==> config.mk <==
export PLATFORM = sky130hd
export DESIGN_NAME = sumsub_serial
export DESIGN_NICKNAME = d
export VERILOG_FILES = /design/src/rtl/sumsub_serial.sv
export SDC_FILE = /design/constraint.sdc
export NUM_CORES = 1
export LEC_CHECK = 0
export CAP_MARGIN = 0
export CORE_MARGIN = 1
export CORE_UTILIZATION = 56
export CTS_BUF_LIST = sky130_fd_sc_hd__clkbuf_4 sky130_fd_sc_hd__clkbuf_8 sky130_fd_sc_hd__clkbuf_16
export DETAILED_ROUTE_END_ITERATION = 12
export GPL_TIMING_DRIVEN = 0
export PLACE_DENSITY_LB_ADDON = 0.15
export SYNTH_ARGS = -nofsm -noshare
export SYNTH_HDL_FRONTEND = slang
export SYNTH_SLANG_ARGS = --single-unit
==> constraint.sdc <==
create_clock -name clk -period 3.5 [get_ports clk]
set_input_delay 0.7 -clock clk [delete_from_list [all_inputs] [get_ports clk]]
set_output_delay 0.7 -clock clk [all_outputs]
set_load 0.005 [all_outputs]
==> src/rtl/sumsub_serial.sv <==
// Digit-serial adder/subtractor: processes DIGIT bits of A and B per cycle,
// LSB digit first, and presents the WIDTH-bit result with carry/borrow and flags.
module sumsub_serial #(
  parameter int WIDTH = 16,
  parameter int DIGIT = 4
) (
  input  logic             clk,
  input  logic             rst,
  input  logic             in_valid,
  output logic             in_ready,
  input  logic [WIDTH-1:0] a,
  input  logic [WIDTH-1:0] b,
  input  logic             sub,
  input  logic             c_in,
  output logic             out_valid,
  input  logic             out_ready,
  output logic [WIDTH-1:0] s,
  output logic             c_out,
  output logic             ovf,
  output logic             zero,
  output logic             neg
);

  localparam int N     = (DIGIT >= 1) ? (WIDTH / DIGIT) : 1;
  localparam int CNT_W = (N > 1) ? $clog2(N) : 1;
  localparam logic [CNT_W-1:0] CNT_LAST = CNT_W'(N - 1);

  generate
    if (DIGIT < 1) begin : g_bad_digit
      $error("sumsub_serial: DIGIT must be at least 1");
    end else if ((WIDTH % DIGIT) != 0) begin : g_bad_ratio
      $error("sumsub_serial: WIDTH must be a multiple of DIGIT");
    end
  endgenerate

  typedef enum logic [1:0] {
    IDLE = 2'd0,
    BUSY = 2'd1,
    DONE = 2'd2
  } state_t;

  state_t              state_r;
  state_t              state_s;
  logic [WIDTH-1:0]    a_r;
  logic [WIDTH-1:0]    b_r;
  logic [WIDTH-1:0]    acc_r;
  logic                carry_r;
  logic                sub_r;
  logic [CNT_W-1:0]    cnt_r;
  logic [WIDTH-1:0]    s_r;
  logic                c_out_r;
  logic                ovf_r;
  logic                zero_r;
  logic                neg_r;

  logic [DIGIT:0]       digit_sum_s;
  logic [WIDTH+DIGIT-1:0] cat_s;
  logic [WIDTH-1:0]     acc_next_s;
  logic                 msb_cin_s;
  logic                 last_s;

  // One digit of the ripple: sum, carry out, and the carry that entered the digit MSB.
  always_comb begin
    digit_sum_s = {1'b0, a_r[DIGIT-1:0]} + {1'b0, b_r[DIGIT-1:0]} + {{DIGIT{1'b0}}, carry_r};
    // The carry into the digit MSB is recovered from the sum bit and the two operand bits.
    msb_cin_s   = digit_sum_s[DIGIT-1] ^ a_r[DIGIT-1] ^ b_r[DIGIT-1];
    cat_s       = {digit_sum_s[DIGIT-1:0], acc_r};
    acc_next_s  = cat_s[WIDTH+DIGIT-1:DIGIT];
    last_s      = (cnt_r == CNT_LAST);
  end

  // State register.
  always_ff @(posedge clk or posedge rst) begin
    if (rst) begin
      state_r <= IDLE;
    end else begin
      state_r <= state_s;
    end
  end

  // Next-state logic.
  always_comb begin
    state_s = state_r;
    case (state_r)
      IDLE: begin
        if (in_valid) begin
          state_s = BUSY;
        end else begin
          state_s = IDLE;
        end
      end
      BUSY: begin
        if (last_s) begin
          state_s = DONE;
        end else begin
          state_s = BUSY;
        end
      end
      DONE: begin
        if (out_ready) begin
          state_s = IDLE;
        end else begin
          state_s = DONE;
        end
      end
      default: state_s = IDLE;
    endcase
  end

  // Handshake outputs decoded from the state.
  always_comb begin
    in_ready  = 1'b0;
    out_valid = 1'b0;
    case (state_r)
      IDLE:    in_ready  = 1'b1;
      DONE:    out_valid = 1'b1;
      default: begin
        in_ready  = 1'b0;
        out_valid = 1'b0;
      end
    endcase
  end

  // Operand capture, digit shifting and result/flag registers.
  always_ff @(posedge clk or posedge rst) begin
    if (rst) begin
      a_r     <= {WIDTH{1'b0}};
      b_r     <= {WIDTH{1'b0}};
      acc_r   <= {WIDTH{1'b0}};
      carry_r <= 1'b0;
      sub_r   <= 1'b0;
      cnt_r   <= {CNT_W{1'b0}};
      s_r     <= {WIDTH{1'b0}};
      c_out_r <= 1'b0;
      ovf_r   <= 1'b0;
      zero_r  <= 1'b0;
      neg_r   <= 1'b0;
    end else begin
      case (state_r)
        IDLE: begin
          if (in_valid) begin
            // Subtraction is a + ~b + ~c_in; the borrow is the inverted final carry.
            a_r     <= a;
            b_r     <= sub ? ~b : b;
            carry_r <= sub ? ~c_in : c_in;
            sub_r   <= sub;
            cnt_r   <= {CNT_W{1'b0}};
          end
        end
        BUSY: begin
          a_r     <= a_r >> DIGIT;
          b_r     <= b_r >> DIGIT;
          carry_r <= digit_sum_s[DIGIT];
          acc_r   <= acc_next_s;
          cnt_r   <= cnt_r + CNT_W'(1);
          if (last_s) begin
            s_r     <= acc_next_s;
            c_out_r <= digit_sum_s[DIGIT] ^ sub_r;
            ovf_r   <= msb_cin_s ^ digit_sum_s[DIGIT];
            zero_r  <= (acc_next_s == {WIDTH{1'b0}});
            neg_r   <= acc_next_s[WIDTH-1];
          end
        end
        default: begin
          cnt_r <= cnt_r;
        end
      endcase
    end
  end

  assign s     = s_r;
  assign c_out = c_out_r;
  assign ovf   = ovf_r;
  assign zero  = zero_r;
  assign neg   = neg_r;

endmodule

==> key figures <==
Power
  – Cell Pwr Density: 957 nW/um^2
  – Sw Ratio: 0.372
  – Pleak: 1.89 nW
  – Psw: 1.45 mW
  – Logic pwr share: 0.450
  – VDD IR max: 0.481 mV
  – Clock power share: 0.175
  – Internal power: 2.45 mW
  – Seq pwr share: 0.375
  – Total power: 3.91 mW

Timing
  – Measured slew at the worst slew-check pin: 845 ps
  – Worst Skew: 4.47 ps
  – Hold Vio Cnt, Final: 0
  – Fin worst setup slack: 1230 ps
  – Rel. slew slack: 0.436
  – Worst hold margin: 484 ps
  – # setup viols final: 0
  – Tcrit/Tclk final: 0.649
  – Final Max Slew Viols: 0
  – Fmax achieved: 0.440 GHz
  – Setup TNS: 0 ps
  – Final Critical Period: 2270 ps
  – RSZ-0062 raised after global routing: false

Floorplan
  – Die width: 77.6 um
  – FP Rows: 27
  – Die area: 6020 um^2
  – DIE HEIGHT: 77.6 um
  – I/O pin total: 60
  – Core Area: 5510 um^2
  – Starting density of the core: 0.581

Global routing
  – First-pass GRT wire length: 11.2 mm
  – Pin count of the biggest net entering global routing: 70
  – Vias in the first global route: 2,385
  – Grt ovf: 0
  – Antenna violations before repair: 0
  – All-Layer GR Usage: 0.245

Yosys
  – Post-synthesis instance total: 305
  – Post-synthesis cell type count: 35
  – #FFs+latches synth: 69
  – Syn. warnings: 0
  – Syn_area_per_cell: 10.5 um^2
  – Mapped Area: 3200 um^2
  – Sequential share of the synthesized area: 0.540
  – Mapped Nets: 349

CTS
  – Postcts setup bufs: 0
  – Clock latency on the worst-skew pair: 340 ps
  – # hold bufs at CTS: 0
  – CTS H-Tree Depth: 3
  – Worst-path clk slew: 70 ps
  – Clock Root Buffer: clkbuf_8
  – Clk sinks: 69
  – CTS tree: done
  – Post-CTS resize count: 0
  – Max Buffers Root-to-Sink: 2
  – Inserted Clock Buffers: 9

Place
  – # port buffers: 58
  – RePlAce Congestion: 0.791
  – Post-place setup slack: 1190 ps
  – Post-DP HPWL: 4.63 mm
  – DP Area: 3870 um^2

Setup path
  – Crit path launch type: flip-flop
  – CP max stage delay: 490 ps
  – Critical path's slowest cell: clkdlybuf4s50_1
  – CP startpoint: state_r[0]
  – CP Cell Sequence: nand2b_1, inv_1, clkdlybuf4s50_1
  – RR Startpoint: a_r[0]
  – Critical Path AT: 1570 ps
  – CP max FO: 5
  – CP required: 2800 ps
  – CP Class: flip-flop to primary output
  – Crit. End Element: primary output

Finish
  – Nets@finish: 418
  – FILL cells: 396
  – Antenna diodes: 0
  – Final Cell Area: 4080 um^2
  – Layout area overhead: 27.6%
  – Most frequent cells in the layout: 75 x nand2_1, 69 x dfrtp_1, 58 x clkdlybuf4s50_1
  – Share of cells above drive strength 1: 0.127
  – Commonest non-fill, non-tap cell in the layout: nand2_1

Routing
  – First-pass DRT Iterations: 4
  – Drt drc: 0
  – Drt wl/cell: 14.8 um
  – Via density per instance: 5.49
  – Final ANT Viol Nets: 0
  – 1st-iter DRT viols: 160
  – DR vias: 2,474
  – DRT Wirelength: 6.68 mm

Min path
  – Hold Crit Class: flip-flop to flip-flop
  – Hold_sp: ovf

Job
  – Max Cap Viol: 0

Run status
  – Outcome: finished, final reports clean
cell usage after synthesis:
library cell | number | area, um^2
nor2b_1 | 1 | 6.26
nand2_4 | 1 | 11.3
nor4_1 | 3 | 18.8
and3_1 | 1 | 6.26
buf_6 | 3 | 33.8
a22oi_1 | 1 | 7.51
o31ai_1 | 1 | 7.51
a21o_1 | 2 | 15.0
nand3_1 | 5 | 25.0
or3_1 | 1 | 6.26
a21boi_0 | 2 | 15.0
nand2_1 | 75 | 282
xnor2_1 | 18 | 158
nor3b_4 | 1 | 18.8
mux2_2 | 3 | 33.8
fa_1 | 2 | 40.0
nand4_1 | 1 | 6.26
clkbuf_1 | 5 | 18.8
a211oi_1 | 3 | 22.5
dfrtp_1 | 69 | 1730
a221o_1 | 12 | 120
a21oi_1 | 2 | 10.0
nand2b_1 | 2 | 12.5
buf_4 | 3 | 22.5
o211a_1 | 1 | 10.0
o21ai_0 | 17 | 85.1
ha_1 | 4 | 50.1
xor2_1 | 2 | 17.5
inv_1 | 3 | 11.3
nor2_1 | 28 | 105
a31oi_1 | 12 | 75.1
buf_2 | 8 | 40.0
a22o_1 | 1 | 8.76
nor2_2 | 1 | 6.26
mux2_4 | 11 | 165
power by group through the flow:
stage | Clock, mW | Combinational, mW | Sequential (mW)
after floorplan | 0 | 1.22 | 1.40
after global placement | 0 | 1.69 | 1.46
after detailed placement | 0 | 1.75 | 1.48
after CTS | 0.688 | 1.77 | 1.47
after global routing | 0.715 | 1.95 | 1.52
final | 0.684 | 1.76 | 1.47
critical path: cells and delay by family (launching register included):
family        cells  cell delay [ps]
buf+inv           2              560
flops             1              460
simple gates      1              210
cell families (layout without fill, tap and decap cells):
logic type	count (synthesis)	count (layout)	share of synthesized area
buffers and inverters	22	96	0.0395
adder cells (fa/ha/maj)	6	6	0.0282
AO/OA/AOI/OAI	54	54	0.118
AND/OR/NAND/NOR	120	120	0.158
flip-flops	69	69	0.540
XOR/XNOR	20	20	0.0548
multiplexers	14	14	0.0622
through the flow:
| stage | cells | utilization |
|---|---|---|
| floorplan | 305 | - |
| global placement | 435 | 0.703 |
| detailed placement | 435 | 0.703 |
| CTS | 451 | 0.741 |
| global route | 451 | 0.741 |
| finish | 451 | 0.741 |
layout make-up:
cell class	count	area, um^2	area share
clock inverter	4	45.0	0.0110
clock buffer	12	165	0.0405
tap	72	90.1	0.0221
inverter	3	13.8	0.00337
multi-input combinational	214	1350	0.330
buffer	19	115	0.0282
timing repair buffer	58	581	0.142
sequential	69	1730	0.423
sequential cells by signal, indices dropped and copies added, names as in the netlist:
| register | flops |
|---|---|
| state_r | 2 |
| c_out | 1 |
| s | 16 |
| a_r | 16 |
| sub_r | 1 |
| b_r | 16 |
| cnt_r | 2 |
| carry_r | 1 |
| ovf | 1 |
| zero | 1 |
| acc_r | 12 |
final timing paths:
kind	endpoint	slack (ps)	cells past startpoint
min in group asynchronous	s[2]	880	2
setup reg to reg	ovf	1280	6
setup / recovery	out_valid	1230	3
hold reg to reg	ovf	480	2
max in group asynchronous	b_r[12]	2070	2
hold / removal	ovf	480	2
metal layers:
layer / global-route usage / vias up / part of all wire
met4: 0.126 / 0 / 0.028
met2: 0.404 / 68 / 0.49
li1: - / 1180 / -
met1: 0.314 / 1211 / 0.45
met3: 0.0353 / 15 / 0.033
met5: 0 / - / 0
(Power assumes the default switching activity.)
